==> src/rtl/ser_buf_pkg.sv <==
// Shared types and length helpers for the buffered serializer.
package ser_buf_pkg;

    typedef enum logic {
        IDLE,
        SEND
    } state_t;

    // Lengths beyond the word width are clamped so the shifter never indexes past the word.
    function automatic int decode_len(input int mod_val, input int width);
        if (mod_val == 0 || mod_val > width) begin
            return width;
        end
        return mod_val;
    endfunction

    function automatic logic len_valid(input int len, input int min_len);
        return len >= min_len;
    endfunction

endpackage

==> src/rtl/ser_buf_serializer_if.sv <==
// Producer-side word handshake plus serial sink outputs of the buffered serializer.
interface ser_buf_serializer_if #(
    parameter int DATA_WIDTH = 16
);
    localparam int MOD_W = $clog2(DATA_WIDTH);

    logic [DATA_WIDTH-1:0] data_i;
    logic [MOD_W-1:0]      data_mod_i;
    logic                  lsb_first_i;
    logic                  data_val_i;
    logic                  data_ready_o;
    logic                  ser_data_o;
    logic                  ser_data_val_o;
    logic                  busy_o;

    modport master (
        output data_i, data_mod_i, lsb_first_i, data_val_i,
        input  data_ready_o, ser_data_o, ser_data_val_o, busy_o
    );

    modport slave (
        input  data_i, data_mod_i, lsb_first_i, data_val_i,
        output data_ready_o, ser_data_o, ser_data_val_o, busy_o
    );

endinterface

==> src/rtl/ser_shift_engine.sv <==
// Shift engine: stores one word and emits L bits, picking each bit by index
// from the down-counter and the stored order rather than shifting in place.
module ser_shift_engine
    import ser_buf_pkg::*;
#(
    parameter int DATA_WIDTH = 16,
    parameter int MOD_W      = $clog2(DATA_WIDTH)
) (
    input  logic                  clk_i,
    input  logic                  srst_i,
    input  logic                  load,
    input  logic [DATA_WIDTH-1:0] load_data,
    input  logic [MOD_W:0]        load_len,
    input  logic                  load_lsb,
    output logic                  done,
    output logic                  idle,
    output logic                  ser_data,
    output logic                  ser_data_val
);

    localparam int LEN_W = MOD_W + 1;
    localparam logic [MOD_W-1:0] TOP_IDX = MOD_W'(DATA_WIDTH - 1);

    state_t                state;
    logic [DATA_WIDTH-1:0] shreg;
    logic [LEN_W-1:0]      len_q;
    logic [LEN_W-1:0]      cnt;
    logic                  lsb_q;

    function automatic logic pick_bit(input logic [DATA_WIDTH-1:0] d,
                                      input logic                  lsb,
                                      input logic [LEN_W-1:0]      len,
                                      input logic [LEN_W-1:0]      c);
        logic [LEN_W-1:0] sent;
        logic [MOD_W-1:0] idx;
        sent = len - c;
        idx  = lsb ? sent[MOD_W-1:0] : TOP_IDX - sent[MOD_W-1:0];
        return d[idx];
    endfunction

    assign done = (state == SEND) && (cnt == LEN_W'(1));
    assign idle = (state == IDLE);

    // A load always wins; it is only issued when idle or on the last bit, giving gapless words.
    always_ff @(posedge clk_i or negedge srst_i) begin
        if (!srst_i) begin
            state        <= IDLE;
            shreg        <= '0;
            len_q        <= '0;
            cnt          <= '0;
            lsb_q        <= 1'b0;
            ser_data     <= 1'b0;
            ser_data_val <= 1'b0;
        end else if (load) begin
            state        <= SEND;
            shreg        <= load_data;
            len_q        <= load_len;
            cnt          <= load_len;
            lsb_q        <= load_lsb;
            ser_data     <= pick_bit(load_data, load_lsb, load_len, load_len);
            ser_data_val <= 1'b1;
        end else if (state == SEND) begin
            if (cnt == LEN_W'(1)) begin
                state        <= IDLE;
                cnt          <= '0;
                ser_data     <= 1'b0;
                ser_data_val <= 1'b0;
            end else begin
                cnt      <= cnt - LEN_W'(1);
                ser_data <= pick_bit(shreg, lsb_q, len_q, cnt - LEN_W'(1));
            end
        end
    end

endmodule

==> src/rtl/ser_buf_serializer.sv <==
// Buffered parallel-to-serial converter: accept/ready logic and a one-word
// hold register in front of the shift engine.
module ser_buf_serializer
    import ser_buf_pkg::*;
#(
    parameter int DATA_WIDTH    = 16,
    parameter int MIN_VALID_LEN = 3,
    parameter int MOD_W         = $clog2(DATA_WIDTH)
) (
    input  logic                clk_i,
    input  logic                srst_i,
    ser_buf_serializer_if.slave bus
);

    localparam int LEN_W = MOD_W + 1;

    logic [DATA_WIDTH-1:0] hold_data;
    logic [LEN_W-1:0]      hold_len;
    logic                  hold_lsb;
    logic                  hold_full;
    logic                  hold_full_next;
    logic                  ready_q;

    logic [LEN_W-1:0]      in_len;
    logic                  word_ok;
    logic                  take_new;
    logic                  eng_done;
    logic                  eng_idle;
    logic                  eng_free;
    logic                  from_hold;
    logic                  to_hold;
    logic                  eng_load;
    logic [DATA_WIDTH-1:0] eng_data;
    logic [LEN_W-1:0]      eng_len;
    logic                  eng_lsb;

    assign in_len   = LEN_W'(decode_len(int'(bus.data_mod_i), DATA_WIDTH));
    assign word_ok  = len_valid(int'(in_len), MIN_VALID_LEN);
    assign take_new = bus.data_val_i && ready_q && word_ok;

    // The engine can take a word now if idle or finishing its last bit this cycle.
    assign eng_free  = eng_idle || eng_done;
    assign from_hold = hold_full && eng_free;
    assign to_hold   = take_new && !eng_free;
    assign eng_load  = from_hold || (take_new && eng_free);

    assign eng_data = from_hold ? hold_data : bus.data_i;
    assign eng_len  = from_hold ? hold_len  : in_len;
    assign eng_lsb  = from_hold ? hold_lsb  : bus.lsb_first_i;

    assign hold_full_next = to_hold ? 1'b1 : (from_hold ? 1'b0 : hold_full);

    always_ff @(posedge clk_i or negedge srst_i) begin
        if (!srst_i) begin
            hold_data <= '0;
            hold_len  <= '0;
            hold_lsb  <= 1'b0;
            hold_full <= 1'b0;
            ready_q   <= 1'b0;
        end else begin
            if (to_hold) begin
                hold_data <= bus.data_i;
                hold_len  <= in_len;
                hold_lsb  <= bus.lsb_first_i;
            end
            hold_full <= hold_full_next;
            ready_q   <= !hold_full_next;
        end
    end

    ser_shift_engine #(
        .DATA_WIDTH (DATA_WIDTH),
        .MOD_W      (MOD_W)
    ) u_engine (
        .clk_i        (clk_i),
        .srst_i       (srst_i),
        .load         (eng_load),
        .load_data    (eng_data),
        .load_len     (eng_len),
        .load_lsb     (eng_lsb),
        .done         (eng_done),
        .idle         (eng_idle),
        .ser_data     (bus.ser_data_o),
        .ser_data_val (bus.ser_data_val_o)
    );

    assign bus.data_ready_o = ready_q;
    assign bus.busy_o       = !eng_idle || hold_full;

endmodule
==> src/flat_wrapper.sv <==
// flat-port wrapper written by rule: the top's interface ports become plain ports
module ser_buf_serializer_flat import ser_buf_pkg::*;
#(
    parameter int DATA_WIDTH    = 16,
    parameter int MIN_VALID_LEN = 3,
    parameter int MOD_W         = $clog2(DATA_WIDTH)
)
  (clk_i, srst_i, bus_data_i, bus_data_mod_i, bus_lsb_first_i, bus_data_val_i, bus_data_ready_o, bus_ser_data_o, bus_ser_data_val_o, bus_busy_o);
  ser_buf_serializer_if #(.DATA_WIDTH(DATA_WIDTH)) bus_i ();
  input  logic clk_i;
  input  logic srst_i;
  input wire logic [$bits(bus_i.data_i)-1:0] bus_data_i;
  input wire logic [$bits(bus_i.data_mod_i)-1:0] bus_data_mod_i;
  input wire logic [$bits(bus_i.lsb_first_i)-1:0] bus_lsb_first_i;
  input wire logic [$bits(bus_i.data_val_i)-1:0] bus_data_val_i;
  output wire logic [$bits(bus_i.data_ready_o)-1:0] bus_data_ready_o;
  output wire logic [$bits(bus_i.ser_data_o)-1:0] bus_ser_data_o;
  output wire logic [$bits(bus_i.ser_data_val_o)-1:0] bus_ser_data_val_o;
  output wire logic [$bits(bus_i.busy_o)-1:0] bus_busy_o;
  assign bus_i.data_i = bus_data_i;
  assign bus_i.data_mod_i = bus_data_mod_i;
  assign bus_i.lsb_first_i = bus_lsb_first_i;
  assign bus_i.data_val_i = bus_data_val_i;
  assign bus_data_ready_o = bus_i.data_ready_o;
  assign bus_ser_data_o = bus_i.ser_data_o;
  assign bus_ser_data_val_o = bus_i.ser_data_val_o;
  assign bus_busy_o = bus_i.busy_o;
  ser_buf_serializer #(.DATA_WIDTH(DATA_WIDTH), .MIN_VALID_LEN(MIN_VALID_LEN), .MOD_W(MOD_W)) u_core (.clk_i(clk_i), .srst_i(srst_i), .bus(bus_i));
endmodule
==> config.mk <==
export PLATFORM = sky130hd
export DESIGN_NAME = ser_buf_serializer_flat
export DESIGN_NICKNAME = d
export VERILOG_FILES = /design/src/rtl/ser_buf_pkg.sv /design/src/rtl/ser_buf_serializer_if.sv /design/src/rtl/ser_shift_engine.sv /design/src/rtl/ser_buf_serializer.sv /design/src/flat_wrapper.sv
export SDC_FILE = /design/constraint.sdc
export NUM_CORES = 1
export LEC_CHECK = 0
export CAP_MARGIN = 20
export CORE_MARGIN = 4
export CORE_UTILIZATION = 35
export CTS_BUF_LIST = sky130_fd_sc_hd__clkbuf_8
export DETAILED_ROUTE_END_ITERATION = 6
export SYNTH_ARGS = -nofsm -noshare
export SYNTH_HDL_FRONTEND = slang
export SYNTH_SLANG_ARGS = --single-unit
==> constraint.sdc <==
create_clock -name clk_i -period 2.82 [get_ports clk_i]
set_input_delay 0.282 -clock clk_i [delete_from_list [all_inputs] [get_ports clk_i]]
set_output_delay 0.282 -clock clk_i [all_outputs]
set_load 0.01 [all_outputs]
==> summary.md <==
| Metric | Value |
|---|---|
| DRT Pass-1 Iters | 4 |
| Maxcap violations | 0 |
| PortBufs | 27 |
| Most frequent cells in the layout | dfrtp_1 (53), mux2i_1 (27), clkdlybuf4s50_1 (26) |
| Initial antenna violation count | 0 |
| Ports | 28 |
| Largest family of logic cells by synthesized area | multiplexers |
| Yosys warning total | 0 |
| Final Max Slew Viols | 0 |
| Worst vdd ir | roughly 0.44 mV |
| Status | completed |
| Layout area overhead | 16.3% |
| Initial detailed-routing violation count | about 100 |
| Final Cycle Share | 0.933 |
| Worst EP arrival | about 2.8 ns |
| Flops & latches, synth | 53 |
| Critical path class | register to register |
| Unrepaired setup endpoints after global routing | no |
| Placer Congestion | about 0.8 |
| Die area | between 10000 and 15000 µm² |
| Clock latency on the worst-skew pair | 0.30 ns |
| Synth Area in Compound Gates | 0.0965 |
| Fillers | around 800 |
| Final Hold Fails | 0 |
| Clk buf depth | 2 |
| Seq pwr share | 0.329 |
| Avg Inst Size Synth | 12.1 µm² |
| Min Tclk post-route | ~2.6 ns |
| Die width | 101 µm |
| Clk pwr share | 0.095 |
| Vias | around 1900 |
| H-tree depth | 2 |
| Most common cell after layout, fill and taps aside | dfrtp_1 |
| Headroom to the max-slew limit | 0.564 |
| DRC viols | 0 |
| Mean routed wirelength per cell | roughly 15 µm |
| Proportion of synthesized area in mux cells | 0.279 |
| Worst R2R Path Depth | 10 |
| Cell count after synthesis | between 200 and 250 |
| Root Driver | clkbuf_8 |
| CTS tree | done |
| Clk slew on worst S/H paths | 0.10 ns |
| Share of cells above drive strength 1 | 0.224 |
| Placed wire-length estimate | about 4000 µm |
| Worst min path class | input pin to asynchronous set/reset pin |
| Total track usage | 0.128 |
| Drt total wl | 5840 µm |
| Largest net degree at the start of global routing | 29 |
| Finished Layout Cells | around 380 |
| Total grt overflow | 0 |
| Net Count, Synth | ~280 |
| Net Sw Power | between 1500 and 2000 µW |
| CP Launch Type | register |
| Crit. End Element | register |
| Static Leak | 0.00161 µW |
| Power consumption | between 4000 and 5000 µW |
| N_diodes | 0 |
| Post-synth EDFFs | 0 |
| Rows | 33 |
| Xor/xnor cell area share of the yosys netlist | 0.0279 |
| Combinational share of power | 0.575 |
| Asr flop ratio synth | 1.00 |
| Vias per cell | between 5 and 6 |
| Switching Fraction | 0.370 |
| Most used DFF post-synth | dfrtp_1 |
| Post-synthesis sequential area ratio | 0.441 |
| Slew @ Worst Pin | around 0.65 ns |
| Setup Viol. Count Final | 0 |
| Placed cell count | 370 |
| # nets final | 306 |
| CP max FO | 7 |
| Post-Synth Simple-Gate Area | 0.0836 |
| Setup TNS | 0 ns |
| Num CTS Buffers | 5 |
| CTS sink cnt | 53 |
| Core ar. | just over 8000 µm² |
| Die Height | slightly above 100 µm |
| Post-route ant nets | 0 |
| Fmax achieved | 0.380 GHz |
| P per Cell Area | between 1000 and 1500 nW/µm² |
| First-pass GRT wire length | between 10000 and 15000 µm |
| Critical Path RT | around 3 ns |
| Synth Area in Adders | 0.0274 |
| Initial Util | 0.363 |
| Synthesized area | approximately 3000 µm² |
| Cell Int Power | 2850 µW |
| Vias in the first global route | about 2000 |
| Clk_skew | roughly 0.0036 ns |
| Netlist cell types | 39 |
-- power groups by stage --
stage	registers (µW)	clock network, µW	logic (µW)
after floorplan	1350	0	2140
after global placement	1490	0	2410
after detailed placement	1500	0	2470
after CTS	1490	455	2470
after global routing	1560	483	2890
final	1490	431	2600
-- final cells by class --
cell class                      instances  area (µm²)  share of cell area
Inverter                                8        30.0             0.00858
Tap cell                              105         131              0.0375
Clock inverter                          3        17.5             0.00500
Sequential cell                        53        1330               0.379
Clock buffer                            5        68.8              0.0197
Multi-Input combinational cell        171        1570               0.448
Timing Repair Buffer                   37         359               0.103
-- metal layers --
layer  share of wire  global-route usage
met3           0.026              0.0215
met4          0.0094              0.0435
met5               0                   0
met2            0.47               0.195
met1            0.49               0.186
-- flip-flops by register name (all words and copies together), names as in the netlist --
signal and cells:
u_core.hold_data 16, u_core.hold_full 1, u_core.u_engine.cnt 5, u_core.u_engine.len_q 4, u_core.u_engine.shreg 16, u_core.u_engine.ser_data_val 1
u_core.u_engine.state 1, u_core.hold_len 5, u_core.hold_lsb 1, u_core.u_engine.ser_data 1, u_core.u_engine.lsb_q 1, u_core.bus.data_ready_o 1
-- kinds of logic (layout without fill, tap and decap cells) --
kind of cell / count (synthesis) / after routing
buffers and inverters: 25 / 53
multiplexers: 63 / 63
flip-flops: 53 / 53
AND/OR/NAND/NOR: 49 / 49
adder cells (fa/ha/maj): 6 / 6
XOR/XNOR: 8 / 8
AO/OA/AOI/OAI: 45 / 45
-- final timing paths --
| path | start | endpoint | slack, ns |
|---|---|---|---|
| min in group clk_i | u_core.u_engine.shreg[2] | u_core.u_engine.shreg[2] | 0.51 |
| max reg2reg | u_core.u_engine.cnt[0] | u_core.u_engine.ser_data | 0.19 |
| max in group asynchronous | srst_i | u_core.hold_data[5] | 1.53 |
| min reg2reg | u_core.u_engine.shreg[2] | u_core.u_engine.shreg[2] | 0.51 |
| min | srst_i | u_core.hold_len[0] | 0.50 |
| max | u_core.u_engine.cnt[0] | u_core.u_engine.ser_data | 0.19 |
-- critical path, stage by stage (launching register included) --
cell and delay [ns]:
dfrtp_1 0.40, inv_1 0.11, ha_4 0.29, inv_1 0.05
fa_1 0.51, buf_6 0.14, mux4_2 0.50, mux2i_2 0.18
mux2i_1 0.10, mux2i_1 0.13, o21ai_0 0.08
-- per-stage QoR --
step	hold slack, ns	worst slack [ns]	instance area [µm²]	utilization
2_1_floorplan	-0.0136	0.306	3010	-
3_3_place_gp	0.336	0.204	3360	0.405
3_5_place_dp	0.325	0.153	3360	0.405
4_1_cts	0.515	0.131	3460	0.417
5_1_grt	0.522	0.00458	3500	0.422
6_report	0.504	0.188	3500	0.422
-- synthesized netlist by cell type, types with 6 or more instances --
library cell  number  share of area
nand2_1           23          0.029
mux2_4            20           0.10
mux2_2             7          0.026
a21oi_1           12          0.020
buf_2              9          0.015
o21ai_0           15          0.025
nor2_1            11          0.014
mux2i_1           28          0.093
inv_1              8          0.010
dfrtp_1           53           0.44
mux4_2             8          0.060
o21ai_1            6          0.010
-- repair_timing --
action / in CTS / in global routing
hold endpoints to repair: 25 / 0
setup buffers: 0 / 3
hold buffers: 1 / 0
setup endpoints to repair: 0 / 1
resized for setup: 0 / 3
No activity file was read; power rests on OpenSTA's default activity.
